**src/rtl/corelet_pkg.sv**
```systemverilog
// Shared corelet definitions: default datapath widths and the drain controller state encoding.
package corelet_pkg;

    localparam int unsigned PSUM_BW = 16;
    localparam int unsigned COL     = 8;
    localparam int unsigned ADDR_BW = 11;
    localparam int unsigned CNT_BW  = 11;

    typedef enum logic [1:0] {
        StIdle  = 2'd0,
        StDrain = 2'd1,
        StFlush = 2'd2,
        StDone  = 2'd3
    } drain_state_e;

endpackage

```
**src/rtl/ofifo_drain_ctrl_if.sv**
```systemverilog
// OFIFO read port plus psum SRAM write port seen by the drain controller.
// master: the drain controller; slave: the OFIFO/SRAM side.
interface ofifo_drain_ctrl_if
    import corelet_pkg::*;
#(
    parameter int unsigned DataW = PSUM_BW * COL,
    parameter int unsigned AddrW = ADDR_BW
);

    logic             ofifo_valid;
    logic [DataW-1:0] ofifo_rdata;
    logic             ofifo_rd;
    logic             mem_cen;
    logic             mem_wen;
    logic [AddrW-1:0] mem_addr;
    logic [DataW-1:0] mem_wdata;

    modport master (
        input  ofifo_valid, ofifo_rdata,
        output ofifo_rd, mem_cen, mem_wen, mem_addr, mem_wdata
    );

    modport slave (
        output ofifo_valid, ofifo_rdata,
        input  ofifo_rd, mem_cen, mem_wen, mem_addr, mem_wdata
    );

endinterface

```
**src/rtl/ofifo_drain_ctrl.sv**
```systemverilog
// Drains num_rows OFIFO words into psum SRAM at base_addr, base_addr+1, ... (wrapping),
// one word per pop with a one-cycle registered write stage.
// Optional feature: define DRAIN_PERF_CNT_EN to add the stall_cnt output.
module ofifo_drain_ctrl
    import corelet_pkg::*;
#(
    parameter int unsigned psum_bw = PSUM_BW,
    parameter int unsigned col     = COL,
    parameter int unsigned addr_bw = ADDR_BW,
    parameter int unsigned cnt_bw  = CNT_BW
) (
    input  logic               clk,
    input  logic               reset,
    input  logic               start,
    input  logic [addr_bw-1:0] base_addr,
    input  logic [cnt_bw-1:0]  num_rows,
    ofifo_drain_ctrl_if.master bus_io,
    output logic               busy,
    output logic               done
`ifdef DRAIN_PERF_CNT_EN
    ,
    output logic [cnt_bw-1:0]  stall_cnt
`endif
);

    localparam int unsigned DataW = psum_bw * col;

    drain_state_e       state_q, state_d;
    logic [addr_bw-1:0] base_q, base_d;
    logic [cnt_bw-1:0]  num_q, num_d;
    logic [cnt_bw-1:0]  idx_q, idx_d;
    logic               wr_q, wr_d;
    logic [addr_bw-1:0] addr_q, addr_d;
    logic [DataW-1:0]   wdata_q, wdata_d;
    logic               pop;

    // State, transfer parameters and the write stage register.
    always_ff @(posedge clk) begin
        if (reset) begin
            state_q <= StIdle;
            base_q  <= '0;
            num_q   <= '0;
            idx_q   <= '0;
            wr_q    <= 1'b0;
            addr_q  <= '0;
            wdata_q <= '0;
        end else begin
            state_q <= state_d;
            base_q  <= base_d;
            num_q   <= num_d;
            idx_q   <= idx_d;
            wr_q    <= wr_d;
            addr_q  <= addr_d;
            wdata_q <= wdata_d;
        end
    end

    // FSM next state, pop decision and status outputs.
    always_comb begin
        state_d = state_q;
        base_d  = base_q;
        num_d   = num_q;
        idx_d   = idx_q;
        pop     = 1'b0;
        busy    = 1'b0;
        done    = 1'b0;
        unique case (state_q)
            StIdle: begin
                if (start) begin
                    base_d  = base_addr;
                    num_d   = num_rows;
                    idx_d   = '0;
                    state_d = (num_rows == '0) ? StDone : StDrain;
                end
            end
            StDrain: begin
                busy = 1'b1;
                pop  = bus_io.ofifo_valid && (idx_q < num_q);
                if (pop) begin
                    idx_d = idx_q + cnt_bw'(1);
                    if (idx_q == num_q - cnt_bw'(1)) begin
                        state_d = StFlush;
                    end
                end
            end
            StFlush: begin
                // Last captured word is on the SRAM port this cycle.
                busy    = 1'b1;
                state_d = StDone;
            end
            StDone: begin
                done    = 1'b1;
                state_d = StIdle;
            end
            default: state_d = StIdle;
        endcase
    end

    // Write stage: a pop loads address/data; without a pop they hold and the SRAM is idle.
    always_comb begin
        wr_d    = pop;
        addr_d  = addr_q;
        wdata_d = wdata_q;
        if (pop) begin
            // Truncating add wraps the address silently past the top of the SRAM.
            addr_d  = base_q + addr_bw'(idx_q);
            wdata_d = bus_io.ofifo_rdata;
        end
    end

    assign bus_io.ofifo_rd   = pop;
    assign bus_io.mem_cen    = ~wr_q;
    assign bus_io.mem_wen    = ~wr_q;
    assign bus_io.mem_addr   = addr_q;
    assign bus_io.mem_wdata  = wdata_q;

`ifdef DRAIN_PERF_CNT_EN
    logic [cnt_bw-1:0] stall_q, stall_d;

    // Stall counter next value: cleared by an accepted start, saturating count of starved DRAIN cycles.
    always_comb begin
        stall_d = stall_q;
        if (state_q == StIdle && start) begin
            stall_d = '0;
        end else if (state_q == StDrain && !bus_io.ofifo_valid && stall_q != '1) begin
            stall_d = stall_q + cnt_bw'(1);
        end
    end

    // Stall counter register.
    always_ff @(posedge clk) begin
        if (reset) begin
            stall_q <= '0;
        end else begin
            stall_q <= stall_d;
        end
    end

    assign stall_cnt = stall_q;
`endif

endmodule

```
**src/flat_wrapper.sv**
```systemverilog
// flat-port wrapper written by rule: the top's interface ports become plain ports
module ofifo_drain_ctrl_flat import corelet_pkg::*;
#(
    parameter int unsigned psum_bw = PSUM_BW,
    parameter int unsigned col     = COL,
    parameter int unsigned addr_bw = ADDR_BW,
    parameter int unsigned cnt_bw  = CNT_BW
)
  (clk, reset, start, base_addr, num_rows, busy, done, bus_io_ofifo_valid, bus_io_ofifo_rdata, bus_io_ofifo_rd, bus_io_mem_cen, bus_io_mem_wen, bus_io_mem_addr, bus_io_mem_wdata);
  ofifo_drain_ctrl_if #(.DataW((PSUM_BW * COL)), .AddrW((ADDR_BW))) bus_io_i ();
  input  logic clk;
  input  logic reset;
  input  logic start;
  input  logic [addr_bw-1:0] base_addr;
  input  logic [cnt_bw-1:0] num_rows;
  output logic busy;
  output logic done;
  input wire logic [$bits(bus_io_i.ofifo_valid)-1:0] bus_io_ofifo_valid;
  input wire logic [$bits(bus_io_i.ofifo_rdata)-1:0] bus_io_ofifo_rdata;
  output wire logic [$bits(bus_io_i.ofifo_rd)-1:0] bus_io_ofifo_rd;
  output wire logic [$bits(bus_io_i.mem_cen)-1:0] bus_io_mem_cen;
  output wire logic [$bits(bus_io_i.mem_wen)-1:0] bus_io_mem_wen;
  output wire logic [$bits(bus_io_i.mem_addr)-1:0] bus_io_mem_addr;
  output wire logic [$bits(bus_io_i.mem_wdata)-1:0] bus_io_mem_wdata;
  assign bus_io_i.ofifo_valid = bus_io_ofifo_valid;
  assign bus_io_i.ofifo_rdata = bus_io_ofifo_rdata;
  assign bus_io_ofifo_rd = bus_io_i.ofifo_rd;
  assign bus_io_mem_cen = bus_io_i.mem_cen;
  assign bus_io_mem_wen = bus_io_i.mem_wen;
  assign bus_io_mem_addr = bus_io_i.mem_addr;
  assign bus_io_mem_wdata = bus_io_i.mem_wdata;
  ofifo_drain_ctrl #(.psum_bw(psum_bw), .col(col), .addr_bw(addr_bw), .cnt_bw(cnt_bw)) u_core (.clk(clk), .reset(reset), .start(start), .base_addr(base_addr), .num_rows(num_rows), .bus_io(bus_io_i), .busy(busy), .done(done));
endmodule
```
**config.mk**
```make
export PLATFORM = sky130hd
export DESIGN_NAME = ofifo_drain_ctrl_flat
export DESIGN_NICKNAME = d
export VERILOG_FILES = /design/src/rtl/corelet_pkg.sv /design/src/rtl/ofifo_drain_ctrl_if.sv /design/src/rtl/ofifo_drain_ctrl.sv /design/src/flat_wrapper.sv
export SDC_FILE = /design/constraint.sdc
export NUM_CORES = 1
export LEC_CHECK = 0
export BUFFER_PORTS_ARGS = -buffer_cell sky130_fd_sc_hd__buf_2
export CORE_MARGIN = 2
export CORE_UTILIZATION = 40
export DETAILED_ROUTE_END_ITERATION = 7
export GPL_TIMING_DRIVEN = 0
export HOLD_SLACK_MARGIN = 0.08
export PLACE_DENSITY = 0.69
export SKIP_CTS_REPAIR_TIMING = 1
export SYNTH_ARGS = -nofsm -noshare
export SYNTH_HDL_FRONTEND = slang
export SYNTH_SLANG_ARGS = --single-unit
```
**constraint.sdc**
```tcl
create_clock -name clk -period 5.1 [get_ports clk]
set_input_delay 0.255 -clock clk [delete_from_list [all_inputs] [get_ports clk]]
set_output_delay 0.255 -clock clk [all_outputs]
set_load 0.02 [all_outputs]
```
Yosys cells after proc, flatten, opt, wreduce, memory -nomap -nowiden
Cells that the tools add are included.
W data, S select, Z words.
Operators by class
  mux-type cells: 11
  bitwise logic cells: 1
  reductions and logical operators: 8
  add/subtract/negate cells: 3
  magnitude comparators: 1
  eq/ne operators: 7
Operators by type and width (count)
  $mux W11: 2
  $pmux W11 S2: 1
  $add A11 B1 Y11 const B: 1
  $add A11 B11 Y11: 1
  $eq A11 B11 Y1: 1
  $logic_not A11 Y1: 1
  $lt A11 B11 Y1: 1
  $sub A11 B1 Y11 const B: 1
  $mux W2: 4
  $pmux W2 S4: 1
  $reduce_and A3 Y1: 2
  $eq A2 B2 Y1 const B: 2
  $ne A2 B1 Y1 const B: 2
  $mux W1: 3
  $eq A2 B1 Y1 const B: 1
  $logic_not A2 Y1: 1
  $ne A2 B2 Y1 const B: 1
  $reduce_and A2 Y1: 1
  $reduce_bool A2 Y1: 1
  $reduce_or A2 Y1: 1
  $logic_and A1 B1 Y1: 1
  $not A1 Y1: 1
Word-level totals
  flip-flop bits (word level): 175
  input bits: 154
  logic and storage cells: 38

Depth between registers and ports, before layout
Gate-level depths: netlist (run 1).
  depth in word-level cells: 5
  gate-level depth with buffers: 11
  depth with buffers taken out: 10

Worst setup path before layout (run 1)
No wires, ideal clock.
  path type: flip-flop to flip-flop
  start point: register u_core.num_q[4]
  end point: register u_core.wdata_q[72] (netlist: u_core.bus_io.mem_wdata[72])
  library setup time: 70 ps
  buffers on the path: 1
  path slack: 2697 ps
  arrival time: 2332 ps
  clock period less this slack: 2403 ps
  stages on the path, launching flop included: 11
  cells stage by stage: dfxtp_1 > inv_1 > ha_1 > a211oi_1 > nor2_1 > o31a_1 > or3_1 > inv_2 > clkbuf_1 > nand2_1 > a21oi_1
On the way
  longest elaborated chain between the ends: 3
RTL lines
  from (decl): RTL line ofifo_drain_ctrl.sv:30  | logic [cnt_bw-1:0] num_q, num_d;
  from (signal assigned): RTL line ofifo_drain_ctrl.sv:50  | num_q <= num_d;
  $lt A11 B11 Y1: RTL line ofifo_drain_ctrl.sv:78  | pop = bus_io.ofifo_valid && (idx_q < num_q);
  $logic_and A1 B1 Y1: RTL line ofifo_drain_ctrl.sv:78
  $mux W1: RTL line ofifo_drain_ctrl.sv:67  | unique case (state_q)
  named net bus_io_ofifo_rd: RTL line flat_wrapper.sv:20  | output wire logic [$bits(bus_io_i.ofifo_rd)-1:0] bus_io_ofifo_rd;
  to (signal assigned): RTL line ofifo_drain_ctrl.sv:54  | wdata_q <= wdata_d;
  to (decl): RTL line ofifo_drain_ctrl.sv:34  | logic [DataW-1:0] wdata_q, wdata_d;
The timed path passes the listed nets, and every way through them passes these cells.
A chain may end at the register's enable or synchronous reset.

Worst setup path in the final report (run 1)
  start point: register u_core.idx_q[4]
  end point: output port bus_io_ofifo_rd
On the way
  longest elaborated chain between the ends: 3
RTL lines
  from (decl): RTL line ofifo_drain_ctrl.sv:31  | logic [cnt_bw-1:0] idx_q, idx_d;
  from (signal assigned): RTL line ofifo_drain_ctrl.sv:51  | idx_q <= idx_d;
  $lt A11 B11 Y1: RTL line ofifo_drain_ctrl.sv:78
  $logic_and A1 B1 Y1: RTL line ofifo_drain_ctrl.sv:78
  $mux W1: RTL line ofifo_drain_ctrl.sv:67
  to (decl): RTL line flat_wrapper.sv:20
No other way between the ends.

==> qor.yml, run 1 <==
outcome: "completed"
r2r_slack_ns: 2.13
wirelength_um: 23620
grt-ovfl-total: 0
crit_arrival_ns: 3.18
r2r_end: "u_core.bus_io.mem_wdata[15]"
drive_gt1_frac: 0.2597
critPathMaxStageDelay_ns: 0.50
cpMaxStageDelayCell: "dfxtp_1"
vias_per_cell: 4.890
ios: 298
nNetsFinal: 1506
instances_no_fill: 1566
tightest_slew_ns: 0.7133
power_density_nw_per_um2: 410.8
synth.cell_area_um2: 7183
ant_nets: 0
drtIter0Drc: 391
post-dp-hpwl_um: 16820
crit_path_start_kind: "flip-flop"
critical_path_class: "flip-flop to output port"
cp.required_ns: 4.85
vias: 7657
grt_pass1_wl_um: 35070
fillers: 1650
fin_crit_sh: 0.6741
min_from: "bus_io_ofifo_rdata[8]"
syn-num-nets: 1096
cts_buffers: 17
ys_async_sr_fraction: 0
synth.area.top_cells: "dfxtp_1, nand2_1, a21oi_1"
seq_area_frac_synth: 0.4877
drc: 0
clk_pin_slew_worst_paths_ns: 0.07
antenna_found_initial: 1
rsz0062_at_grt: "no"
avgRoutedWirePerCell_um: 15.08
grt.total_usage: 0.2284
drtPass1Iterations: 5
crit_path_end_kind: "output port"
grt_pass1_vias: 6677
synth_seq_cells: 175
ys_warn_count: 0
placed_cells: 1439
period_needed_ns: 3.438
relSlewSlack: 0.5194
rows: 49
vdd_ir_drop_max_v: 0.0002308
synth_top_area_cell: "dfxtp_1"
synth_top_flop_cell: "dfxtp_1"
r2r_start: "u_core.idx_q[4]"
crit_path_cell_trace: "ha_1 -> a211oi_1 -> nor2_1 -> o31a_1 -> or3_1 -> inv_2 -> clkbuf_1 -> buf_2"
crit_fanout: 10
cts.sinks: 175
gp_congestion: 0.8540
whs_endpoint: "u_core.bus_io.mem_wdata[8]"
synthCells: 913
die_w_um: 138.0
cts_tree: "built"
synth.avg_cell_area_um2: 7.868
coreArea_um2: 17780
htree_num_levels: 4
hold_path_depth: 3
crit_start: "u_core.idx_q[4]"
synth_cell_types: 49
finalMaxSlewViolations: 0
area_growth_pct: 46.32
portBuffers: 297
fin_skew_ns: 0.01308
grt_max_degree: 19
drv_cap: 0
initial_utilization: 0.4040
fp.dieH_um: 138.0
clk_path_buf_depth: 2
p_leak_nw: 4.646
max_freq_mhz: 290.9
final-setup-viol-count: 0
reg2reg_depth: 10
hold_path_class: "input pin to flip-flop"
dieArea_um2: 19050
yosysTopAreaCellShare: 0.4877
clk_latency_ns: 0.43
synth-edff-count: 0
fin_setup_tns_ns: 0
cts_root_buf: "clkbuf_16"
hold_viol: 0
-- per-stage QoR --
stage	hold WS (ns)	util	instance area (um^2)	worst slack [ns]	power [mW]
finish	0.06236	0.5911	10510	1.662	4.318
global route	0.07097	0.5911	10510	1.448	4.554
CTS	0.02927	0.5381	9567	1.619	4.286
detailed placement	0.4412	0.5037	8956	2.109	2.950
global placement	0.4383	0.5037	8956	2.107	2.932
floorplan	0.3910	-	7183	2.697	2.506
-- how the worst max path moves through the flow --
stage	to	slack, ns	cells past startpoint
2_1_floorplan	u_core.bus_io.mem_wdata[72]	2.70	10
3_3_place_gp	bus_io_ofifo_rd	2.11	8
3_5_place_dp	bus_io_ofifo_rd	2.11	8
4_1_cts	bus_io_ofifo_rd	1.62	8
5_1_grt	bus_io_ofifo_rd	1.45	8
6_report	bus_io_ofifo_rd	1.66	8
-- synthesized netlist by cell type (2+ instances only) --
cell type and count:
a31oi_1 3, nor2_1 22, a21oi_1 172, nor4b_1 3, a311oi_1 2, xnor2_1 18
xor2_1 7, nor3b_1 3, and3_1 3, dfxtp_1 175, a21o_1 4, and2_1 4
a31o_2 2, nand3b_1 2, o21ai_0 13, clkbuf_1 45, inv_1 24, a211o_1 3
a211oi_1 5, nand4_1 4, nor4_1 3, or3_1 3, nand2_1 320, buf_2 8
nor2b_1 4, ha_1 28, and4_1 2, nand3_1 5, nand2b_1 2, nor3_1 5
-- area by class of cell --
type,instances,area [um^2],share of cell area
clock inverters,14,171.4,0.01631
diodes,1,2.502,0.0002381
repair buffers,391,2427,0.2310
inverters,25,93.84,0.008929
multi-input cells,658,3366,0.3202
flip-flops and latches,175,3503,0.3333
clock buffers,18,439.2,0.04179
well taps,229,286.5,0.02726
plain buffers,55,220.2,0.02095
-- layer usage --
| layer | share of wire | up-vias | global-route usage |
|---|---|---|---|
| met5 | 0 | - | 0 |
| met4 | 0.025 | 0 | 0.08700 |
| met3 | 0.054 | 44 | 0.04503 |
| met2 | 0.49 | 270 | 0.3825 |
| met1 | 0.43 | 3507 | 0.2921 |
| li1 | - | 3836 | - |
-- report_power, final --
| group | total [mW] | internal (mW) | leakage (nW) | switching [mW] |
|---|---|---|---|---|
| Sequential | 1.66 | 1.55 | 1.42 | 0.109 |
| Combinational | 1.32 | 0.473 | 2.94 | 0.851 |
| Clock | 1.33 | 0.715 | 0.285 | 0.618 |
| Total | 4.32 | 2.74 | 4.65 | 1.58 |
-- state kept, by name (all words and copies together) (netlist names) --
signal	flops
u_core.bus_io.mem_wdata	128
u_core.base_q	11
u_core.bus_io.mem_addr	11
u_core.idx_q	11
u_core.num_q	11
u_core.state_q	2
u_core.wr_q	1
-- placed cells by master, fill, tap and decap left out, drive strengths merged, types with 18 or more instances in the layout --
master | synthesis | final
nor2 | 22 | 22
buf | 10 | 307
a21oi | 172 | 172
nand2 | 320 | 320
dfxtp | 175 | 175
dlygate4sd3 | 0 | 94
ha | 28 | 28
xnor2 | 18 | 18
clkbuf | 45 | 63
inv | 25 | 31
-- worst max-delay path, delay by kind of cell, from the launching register on --
| kind | cells | cell delay, ns |
|---|---|---|
| AO/OA/AOI/OAI | 2 | 0.54 |
| adder cells (fa/ha/maj) | 1 | 0.30 |
| buffers and inverters | 3 | 0.93 |
| flip-flops | 1 | 0.50 |
| AND/OR/NAND/NOR | 2 | 0.49 |
-- kinds of logic after synthesis --
family                     Yosys count  synth area share
and+or+nand+nor                    393            0.2282
AOI/OAI and AO/OA                  210            0.1568
DFF                                175            0.4877
buffers and inverters               80           0.04372
adders and majority gates           29           0.05156
xor gates and xnor gates            25           0.03048
muxes                                1          0.001568
Note: power is estimated with default switching activity, not from simulation.
==> run 2: changes to the inputs <==
--- a/config.mk
+++ b/config.mk
@@ -11,7 +11,7 @@
 export DETAILED_ROUTE_END_ITERATION = 7
 export GPL_TIMING_DRIVEN = 0
 export HOLD_SLACK_MARGIN = 0.08
-export PLACE_DENSITY = 0.69
+export PLACE_DENSITY = 0.71
 export SKIP_CTS_REPAIR_TIMING = 1
 export SYNTH_ARGS = -nofsm -noshare
 export SYNTH_HDL_FRONTEND = slang
==> constraint.sdc (replaced) <==
create_clock -name clk -period 2.8 [get_ports clk]
set_input_delay 0.14 -clock clk [delete_from_list [all_inputs] [get_ports clk]]
set_output_delay 0.14 -clock clk [all_outputs]
set_load 0.02 [all_outputs]
==> qor.yml, run 2 (synthesized netlist as in run 1, its figures left out) <==
wl_met1_um: 10900  # +7.7%
initial_utilization: 0.4040  # unchanged
grt_pass1_vias: 6704  # +0.40%
path_delay_family: "flip-flops"
cpMaxStageDelayCell: "dfxtp_1"
wirelength_um: 25760  # +9.1%
diodes: 0  # -1
final.setup.worst_slack_ns: 0.07791  # -1.584 ns
antenna_found_initial: 0  # -1
rsz0062_at_grt: "yes"
clk_path_buf_depth: 2  # unchanged
final_common_cell: "nand2_1"
cts.sinks: 175  # unchanged
crit_path_end_kind: "output port"
vias: 8115  # +6.0%
power_density_nw_per_um2: 722.2  # +76%
area_growth_pct: 54.75
vias_per_cell: 5.009  # +2.4%
drive_gt1_frac: 0.2624  # +0.002671
timing.hold.ws_ns: 0.1429  # +0.08058 ns
cts_root_buf: "clkbuf_16"
critPathBufInv: 3  # unchanged
fin_skew_ns: 0.01447  # +0.001390 ns
cp.required_ns: 2.66  # -2.19 ns
gp_congestion: 0.8277  # -3.1%
relSlewSlack: 0.5412  # +0.02180
portBuffers: 297  # unchanged
grt.total_usage: 0.2283  # about the same
final-setup-viol-count: 0  # unchanged
drtPass1Iterations: 7  # +2
dp_slack_ns: -0.1475  # -2.257 ns
hold_path_class: "input pin to flip-flop"
ant_nets: 0  # unchanged
vdd_ir_drop_max_v: 0.0004590  # +99%
drc: 0  # unchanged
hold_viol: 0  # unchanged
wl_met2_um: 12580  # +8.2%
grt-ovfl-total: 0  # unchanged
dieArea_um2: 19050  # unchanged
crit_path_cell_trace: "ha_1 -> o21ai_0 -> nor2_1 -> o31a_1 -> or3_4 -> inv_6 -> buf_6 -> buf_4"
clk_latency_ns: 0.43  # about the same
crit_path_start_kind: "flip-flop"
critical_path_class: "flip-flop to output port"
period_needed_ns: 2.722
fp.dieH_um: 138.0  # unchanged
p_leak_nw: 4.918  # +5.9%
outcome: "completed"
nNetsFinal: 1562  # +3.7%
final_cell_mix: "nand2_1, buf_2, a21oi_1"
wl_met3_um: 1459  # +14%
regArea_um2: 3511  # +0.21%
critPathMaxStageDelay_ns: 0.48  # -0.02 ns
ios: 298  # unchanged
fin_crit_sh: 0.9722
grt_pass1_wl_um: 35080  # about the same
max_freq_mhz: 367.4
top_layer: "met4"
cts_buffers: 17  # unchanged
avgRoutedWirePerCell_um: 15.90  # +5.4%
htree_num_levels: 4  # unchanged
die_w_um: 138.0  # unchanged
coreArea_um2: 17780  # unchanged
clk_pin_slew_worst_paths_ns: 0.07  # about the same
grt_max_degree: 18  # -1
drv_cap: 0  # unchanged
post-dp-hpwl_um: 16910  # +0.59%
drtIter0Drc: 481  # +23%
tightest_slew_ns: 0.6882  # -0.02515 ns
crit_arrival_ns: 2.58  # -0.60 ns
fillers: 1496  # -9.3%
rows: 49  # unchanged
largest_reg_flops: 128  # unchanged
cts_tree: "built"
multiInputGateArea_um2: 3371  # +0.15%
finalMaxSlewViolations: 0  # unchanged
crit_fanout: 10  # unchanged
## run 2: changes by cell type in the layout (fill, tap and decap cells not counted), moves of 6 or more
cell / before / now
dlygate4sd3_1: 94 / 150
clkbuf_2: 0 / 10
dfxtp_1: 175 / 169
buf_2: 305 / 299
clkbuf_4: 0 / 6
dfxtp_2: 0 / 6
clkbuf_1: 45 / 32
## run 2: stage by stage
step / utilization / setup TNS [ns] / total power, mW / instances / area [um^2]
after floorplan: - / 0 / 4.565 / 913 / 7183
after global placement: 0.5037 / -4.078 / 5.337 / 1439 / 8956
after detailed placement: 0.5037 / -6.716 / 5.372 / 1439 / 8956
after CTS: 0.5376 / -9.248 / 7.814 / 1470 / 9558
after global routing: 0.6252 / -0.2459 / 8.449 / 1620 / 11120
final: 0.6252 / 0 / 8.028 / 1620 / 11120
## run 2: report_power, final
group / switching (mW) / total (mW) / internal [mW]
combinational: 1.60 / 2.54 / 0.946
sequential: 0.213 / 3.04 / 2.83
clock: 1.09 / 2.44 / 1.35
## run 2: path summary, 6_finish.rpt
path | start | endpoint | slack, ns | cells past startpoint
worst max register to register | u_core.idx_q[5] | u_core.bus_io.mem_wdata[22] | 0.11 | 10
worst min-delay path | start | u_core.num_q[10] | 0.14 | 4
worst min register to register | u_core.bus_io.mem_wdata[79] | u_core.bus_io.mem_wdata[79] | 0.45 | 2
worst max-delay path | u_core.idx_q[5] | bus_io_ofifo_rd | 0.08 | 8
## run 2: layout make-up
cell class / count / area share
buffer: 55 / 0.02308
clock buffer: 17 / 0.03827
clock inverter: 14 / 0.01587
inverter: 25 / 0.008892
multi-input combinational: 658 / 0.3032
sequential: 175 / 0.3158
tap: 229 / 0.02578
timing repair buffer: 447 / 0.2690
## run 2: metal layers
layer,up-vias,GRT usage
li1,3950,-
met1,3759,0.2961
met2,326,0.3770
met3,80,0.04260
met4,0,0.09184
met5,-,0
## run 2: tightest hold or removal path, delay by kind of cell
family / cells / cell delay [ns]
buf+inv: 1 / 0.10
compound gates: 1 / 0.05
simple gates: 2 / 0.23
